### config.mk
export PLATFORM = sky130hd
export DESIGN_NAME = demod_16qam_iq
export DESIGN_NICKNAME = d
export VERILOG_FILES = /design/src/rtl/demod_16qam_iq.sv
export SDC_FILE = /design/constraint.sdc
export NUM_CORES = 1
export LEC_CHECK = 0
export ABC_AREA = 1
export ABC_CLOCK_PERIOD_IN_PS = 5400
export CORE_ASPECT_RATIO = 2
export CORE_MARGIN = 2
export CORE_UTILIZATION = 40
export DETAILED_ROUTE_END_ITERATION = 8
export SETUP_SLACK_MARGIN = 0.02
export SLEW_MARGIN = 40
export SYNTH_ARGS = -nofsm -noshare
export SYNTH_HDL_FRONTEND = slang
export SYNTH_SLANG_ARGS = --single-unit
### constraint.sdc
create_clock -name clk -period 5.4 [get_ports clk]
set_clock_uncertainty 0.2 [all_clocks]
set_input_delay 0.81 -clock clk [delete_from_list [all_inputs] [get_ports clk]]
set_output_delay 0.81 -clock clk [all_outputs]
set_load 0.02 [all_outputs]
### src/rtl/demod_16qam_iq.sv
// Coherent 16QAM demodulator.
// Mixes the passband input with the shared carrier (I = cos, Q = sin), integrates and dumps over one
// symbol of SPS carrier samples, then slices each axis to one of four levels.
// Ports:
//   clk, reset          system clock, synchronous active-high reset
//   sample_valid        carrier clock-enable, one sample present this cycle
//   mod_in              signed 9-bit passband sample
//   carrier_sin/cos     signed 8-bit carrier samples, phase-aligned with mod_in
//   sym_sync            first sample of a symbol (qualified by sample_valid)
//   code, code_valid    recovered symbol {I1,Q1,I0,Q0} and its one-cycle strobe
//   locked              high while integrating in symbol alignment
//   sync_err            one-cycle strobe, sym_sync arrived mid-symbol
module demod_16qam_iq #(
  parameter int unsigned SPS   = 16,
  parameter int unsigned ACC_W = 24,
  parameter int unsigned UNIT  = 31752
) (
  input  logic              clk,
  input  logic              reset,
  input  logic              sample_valid,
  input  logic signed [8:0] mod_in,
  input  logic signed [7:0] carrier_sin,
  input  logic signed [7:0] carrier_cos,
  input  logic              sym_sync,
  output logic [3:0]        code,
  output logic              code_valid,
  output logic              locked,
  output logic              sync_err
);

  localparam int unsigned CntW = $clog2(SPS);

  localparam logic [0:0] StWaitSync = 1'b0;
  localparam logic [0:0] StInteg    = 1'b1;

  // Slicer thresholds on d = 2*dump; levels sit at 2*UNIT spacing, thresholds halfway between.
  localparam logic signed [ACC_W:0] ThrP1 = (ACC_W + 1)'(UNIT);
  localparam logic signed [ACC_W:0] ThrN1 = -ThrP1;
  localparam logic signed [ACC_W:0] ThrP3 = (ACC_W + 1)'(3 * UNIT);
  localparam logic signed [ACC_W:0] ThrN3 = -ThrP3;

  logic [0:0] state_q, state_d;
  logic       take;

  // Stage 1: products
  logic signed [16:0] p_i_q, p_q_q;
  logic               prod_v_q, prod_sync_q;

  // Stage 2: integrate-and-dump
  logic signed [ACC_W-1:0] acc_i_q, acc_i_d, acc_q_q, acc_q_d;
  logic signed [ACC_W-1:0] sum_i, sum_q;
  logic signed [ACC_W-1:0] dump_i_q, dump_i_d, dump_q_q, dump_q_d;
  logic [CntW-1:0]         cnt_q, cnt_d, base_cnt;
  logic                    dump_v_q, dump_v_d;
  logic                    sync_err_q, sync_err_d;

  // Stage 3: slicer
  logic [3:0] code_q, code_d;
  logic       code_valid_q;
  logic [1:0] bits_i, bits_q;

  function automatic logic [1:0] slice(input logic signed [ACC_W:0] d);
    logic [1:0] b;
    if (d < ThrN3)      b = 2'b10;
    else if (d < ThrN1) b = 2'b11;
    else if (d < ThrP1) b = 2'b00;
    else                b = 2'b01;
    return b;
  endfunction

  // Before lock only a sync-marked sample gets into the pipeline.
  assign take = sample_valid & ((state_q == StInteg) | sym_sync);

  always_comb begin
    state_d = state_q;
    if (sample_valid && sym_sync) state_d = StInteg;
  end

  always_comb begin
    // A sync-marked product restarts the symbol regardless of where the counter was.
    base_cnt   = prod_sync_q ? '0 : cnt_q;
    sum_i      = (prod_sync_q ? '0 : acc_i_q) + ACC_W'(p_i_q);
    sum_q      = (prod_sync_q ? '0 : acc_q_q) + ACC_W'(p_q_q);
    acc_i_d    = acc_i_q;
    acc_q_d    = acc_q_q;
    cnt_d      = cnt_q;
    dump_i_d   = dump_i_q;
    dump_q_d   = dump_q_q;
    dump_v_d   = 1'b0;
    sync_err_d = 1'b0;
    if (prod_v_q) begin
      sync_err_d = prod_sync_q && (cnt_q != '0);
      if (base_cnt == CntW'(SPS - 1)) begin
        dump_i_d = sum_i;
        dump_q_d = sum_q;
        dump_v_d = 1'b1;
        acc_i_d  = '0;
        acc_q_d  = '0;
        cnt_d    = '0;
      end else begin
        acc_i_d = sum_i;
        acc_q_d = sum_q;
        cnt_d   = base_cnt + CntW'(1);
      end
    end
  end

  always_comb begin
    bits_i = slice({dump_i_q, 1'b0});
    bits_q = slice({dump_q_q, 1'b0});
    code_d = code_q;
    if (dump_v_q) code_d = {bits_i[1], bits_q[1], bits_i[0], bits_q[0]};
  end

  always_ff @(posedge clk) begin
    if (reset) begin
      state_q      <= StWaitSync;
      p_i_q        <= '0;
      p_q_q        <= '0;
      prod_v_q     <= 1'b0;
      prod_sync_q  <= 1'b0;
      acc_i_q      <= '0;
      acc_q_q      <= '0;
      cnt_q        <= '0;
      dump_i_q     <= '0;
      dump_q_q     <= '0;
      dump_v_q     <= 1'b0;
      sync_err_q   <= 1'b0;
      code_q       <= '0;
      code_valid_q <= 1'b0;
    end else begin
      state_q     <= state_d;
      prod_v_q    <= take;
      prod_sync_q <= take & sym_sync;
      if (take) begin
        p_i_q <= mod_in * carrier_cos;
        p_q_q <= mod_in * carrier_sin;
      end
      acc_i_q      <= acc_i_d;
      acc_q_q      <= acc_q_d;
      cnt_q        <= cnt_d;
      dump_i_q     <= dump_i_d;
      dump_q_q     <= dump_q_d;
      dump_v_q     <= dump_v_d;
      sync_err_q   <= sync_err_d;
      code_q       <= code_d;
      code_valid_q <= dump_v_q;
    end
  end

  assign code       = code_q;
  assign code_valid = code_valid_q;
  assign locked     = (state_q == StInteg);
  assign sync_err   = sync_err_q;

endmodule

-- Word level (Yosys, flattened, before mapping)
Index checks and enable logic that the tools add are counted.
- register bits after elaboration: 144
- input bits: 29
- output and inout port bits: 7
- logic and storage cells: 48
- add/subtract/negate cells: 3
- multiply operators: 2
- $lt $le $gt $ge: 6
- eq/ne operators: 1
- muxes and demuxes: 13
- bitwise gates (word level): 4
- reduce and logical (&&, ||, !) cells: 5
- operator list (kind ; number):
    less-than comparator 25 x 16 -> 1 bit (second input constant) ; 4
    two-way mux 24 bit ; 4
    less-than comparator 25 x 18 -> 1 bit (second input constant) ; 2
    adder 24 bit ; 2
    multiplier 9 x 8 -> 17 bit ; 2
    two-way mux 2 bit ; 4
    two-way mux 4 bit ; 2
    adder 4 x 1 -> 4 bit (second input constant) ; 1
    equality test 4 bit (second input constant) ; 1
    nonzero test 4 bit ; 1
    two-way mux 1 bit ; 3
    AND 1 bit ; 2
    logical AND 1 bit ; 2
    AND reduction 2 bit ; 1
    OR reduction 2 bit ; 1
    NOT 1 bit ; 1
    bitwise OR 1 bit ; 1

-- Logic depth before layout (Yosys ltp)
- depth after elaboration: 4
- gate-level depth with buffers: 22
- depth with buffers taken out: 20

-- Worst setup path before layout
Ideal clock, no wire load.
- path kind: input port to flip-flop
- start point: in mod_in[1]
- end point: reg p_q_q[16]
- setup time: 0.109 ns
- data arrival time: 4.710 ns
- required time: 5.091 ns
- setup slack: 0.381 ns
- cell stages on the path: 20
- buffers on the path: 2
- cells stage by stage: clkbuf_1 > clkbuf_1 > nand2_1 > fa_1 > fa_1 > inv_1 > fa_1 > inv_1 > fa_1 > inv_1 > ha_1 > nand2_1 > o21ai_0 > nand3_1 > nand3_1 > inv_1 > nand2_1 > nand3_1 > nand2_1 > inv_1
- longest elaborated chain between the ends: 1
- RTL lines (item ; RTL line ; text):
    start, declared ; 21 ; input logic signed [8:0] mod_in,
    multiplier 9 x 8 -> 17 bit ; 137 ; p_q_q <= mod_in * carrier_sin;
    end signal, assigned ; 137 ;
    end, declared ; 46 ; logic signed [16:0] p_i_q, p_q_q;
No other way between the ends.
A chain may end at the register's enable or synchronous reset.

-- Worst setup path after layout
- start point: in mod_in[8]
- end point: reg p_q_q[16]
Same word-level chain as after synthesis.

==> impl_metrics.csv <==
group,metric,value,unit
finish,final_util,0.4560,
worst_hold_path,worstHoldPathType,"reg -> reg",
cts,clock_sinks,140,
synth,syn_avg_cell_area,6.411,um2
detailed_routing,drc_errors,0,
floorplanning,die_y,280.7,um
placement,hpwlAfterDp,33170,um
timing,final.setup.tns,0,ns
run_status,status,"finished clean",
setup_path,arrival,5.27,ns
timing,post-route-period-util,0.9495,
grt,gr-total-overflow,0,
setup_path,start_kind,"input pin",
synth,syn_area,0.01531,mm2
pwr,ir_drop,0.2077,mV
synth,synth.top_cells.by_area,"dfxtp_1 (18%), nand2_1 (17%), fa_1 (16%), inv_1 (14%), ha_1 (8.9%)",
cts,htreeDepth,4,
timing,clock.fmax,195.0,MHz
detailed_routing,vias,14250,
finish,fin_nets,2723,
finish,drive_gt1_frac,0.06753,
setup_path,slowest_delay,0.54,ns
setup_path,cp_top_family,"adder cells",
run,cap_violations,0,
timing,rsz0062_at_grt,"no",
floorplanning,core,0.03791,mm2
cts,cts_buffers,17,
detailed_routing,routedWlPerCell,13.71,um
pwr,power_density,335.0,mW/mm2
cts,cts.clk_slew.worst_paths,0.06,ns
synth,yosysTopAreaCellShare,0.1831,
cts,cts-root-buf,"clkbuf_16",
setup_path,cp_num_buf_inv,7,
synth,synth_area_leader_cell,"dfxtp_1",
grt,grt_usage,0.2103,
detailed_routing,drt_first_pass_iters,5,
synth,ys_ff_latch,140,
timing,worst_pin_slew,0.6775,ns
cts,cts_tree,"done",
setup_path,critical_path.slowest_cell,"fa_1",
synth,synth_seq_area_share,0.1831,
timing,slew_viol_final,0,
timing,setup_viol,0,
cts,clock_path_buffers,2,
synth,netlist-cell-type-count,38,
cts,clock_latency,0.44,ns
floorplanning,start_util,0.4038,
synth,ys_warn_count,0,
floorplanning,die-area,0.03995,mm2
grt,antenna_found_initial,0,
setup_path,critical_path.max_fanout,7,
timing,finalHoldViolCount,0,
synth,syn_nets,2650,
timing,final.min_clock_period,5.127,ns
detailed_routing,drt_iter0_drc,608,
floorplanning,pin_count,36,
synth,synthCells,2388,
timing,slew_headroom,0.5477,
finish,multiInputGateArea,0.01001,mm2
detailed_routing,viasPerCell,4.853,
floorplanning,fp.dieW,142.3,um
cts,cts_hold_buf,0,
setup_path,required,5.54,ns
finish,antennaDiodeCount,0,
setup_path,end_kind,"flop",
pwr,power_leakage,9.701,nW
grt,grt_pass1_wl,67780,um
detailed_routing,postRouteAntennaNets,0,
finish,regArea,0.002804,mm2
setup_path,cp_cell_sequence,"clkdlybuf4s50_1, buf_4, nand2_1, buf_4, fa_1, inv_1, fa_1, fa_1, inv_1, fa_1, inv_1, ha_1, a21oi_1, o21ai_0, nand2_1, nand3_1, nand3_1, nand3_1, nand2_1, inv_1",
setup_path,worstSetupPathType,"in -> reg",
grt,grt_pass1_vias,14640,
grt,grt_max_degree,59,
finish,final.fill_count,3993,
detailed_routing,drt_wl_total,40250,um
placement,io_buffers,35,
finish,syn_to_final_growth,12.93,%
placement,gp_routability_congestion,0.9648,
floorplanning,rows,101,
-- tightest hold or removal path, cell delays in order, from the launching register on --
cell	delay, ns
dfxtp_1	0.30
nand2_1	0.06
a21oi_1	0.06
-- synthesized netlist by cell type (all sizes together) --
| library cell | number |
|---|---|
| nand2 | 701 |
| inv | 583 |
| nor2 | 170 |
| a21oi | 149 |
| dfxtp | 140 |
| fa | 124 |
| nand3 | 111 |
| ha | 109 |
| o21ai | 70 |
| clkbuf | 55 |
| xor2 | 37 |
| nand4 | 36 |
| buf | 18 |
| nand3b | 15 |
| o21bai | 13 |
| o21a | 12 |
| or2 | 12 |
| nor3 | 8 |
| o211ai | 8 |
| and2 | 3 |
| o31ai | 3 |
| xnor2 | 3 |
| a211o | 2 |
| a21o | 2 |
| a31oi | 2 |
| clkinv | 2 |
-- cells by family after synthesis --
family,after synthesis,share of synthesized area
flip-flops,140,0.1831
AND/OR/NAND/NOR,1056,0.2856
AO/OA/AOI/OAI,261,0.09391
adder cells (fa/ha/maj),233,0.2512
buffers and inverters,658,0.1633
XOR/XNOR,40,0.02289
-- what timing repair did --
action | CTS | global route
endpoints found under the hold margin | 0 | 0
endpoints found under the setup margin | 0 | 3
setup buffers | 0 | 0
gates resized for setup | 0 | 5
-- placed cells by master, fill, tap and decap left out, types with 17 or more instances in the layout --
cell type,instances
nand4_1,36
nand2_1,692
nand3_1,107
fa_1,124
clkdlybuf4s50_1,32
clkbuf_16,17
o21ai_0,65
ha_1,109
dfxtp_1,139
a21oi_1,145
buf_4,89
nor2_1,157
xor2_1,37
inv_1,580
-- registers in the layout (all words and copies together) (netlist names) --
register,flops
acc_i_q,24
code_valid,1
prod_v_q,1
dump_i_q,22
p_i_q,17
code,4
sync_err,1
prod_sync_q,1
locked,1
acc_q_q,24
cnt_q,4
p_q_q,17
dump_q_q,22
dump_v_q,1
-- routing by layer --
layer | wire [um] | global-route usage | up-vias
met4 | 2017 | 0.1112 | 0
li1 | - | - | 7304
met1 | 14860 | 0.2068 | 6532
met5 | 0 | 0 | -
met3 | 779 | 0.01431 | 126
met2 | 22590 | 0.4255 | 287
-- power breakdown --
| part | internal [W] | switching, W | total [W] |
|---|---|---|---|
| clock | 0.000757 | 0.000460 | 0.00122 |
| combinational | 0.00144 | 0.00195 | 0.00339 |
| sequential | 0.00111 | 0.0000706 | 0.00118 |
| total | 0.00331 | 0.00248 | 0.00579 |
-- path summary, 6_finish.rpt --
kind	startpoint	to	slack, ns	cells past startpoint
worst max-delay path	mod_in[8]	p_q_q[16]$_SDFFE_PP0P_	0.27	20
worst min-delay path	acc_i_q[13]$_SDFFE_PP0P_	acc_i_q[13]$_SDFFE_PP0P_	0.26	2
worst max register to register	prod_sync_q$_SDFF_PP0_	dump_i_q[12]$_SDFFE_PP0P_	1.94	14
worst min register to register	acc_i_q[13]$_SDFFE_PP0P_	acc_i_q[13]$_SDFFE_PP0P_	0.26	2
-- final cells by class --
type / instances / share of cell area
Clock inverter: 11 / 0.008251
Clock buffer: 20 / 0.02700
Inverter: 585 / 0.1270
Multi-Input combinational cell: 1590 / 0.5791
Tap cell: 463 / 0.03351
Timing Repair Buffer: 127 / 0.06297
Sequential cell: 140 / 0.1622
-- per-stage QoR --
stage / std cells / power [W] / hold WS (ns) / instance area (um2) / setup slack, ns
2_1_floorplan: 2388 / 0.003449 / 0.2453 / 15310 / 0.3808
3_3_place_gp: 2904 / 0.004528 / 0.2516 / 16660 / -0.1874
3_5_place_dp: 2905 / 0.004598 / 0.2562 / 16670 / -0.2264
4_1_cts: 2936 / 0.005835 / 0.2658 / 17280 / 0.2507
5_1_grt: 2936 / 0.006373 / 0.2820 / 17290 / 0.04514
6_report: 2936 / 0.005791 / 0.2637 / 17290 / 0.2727
Power figures use the tool's default switching activity.
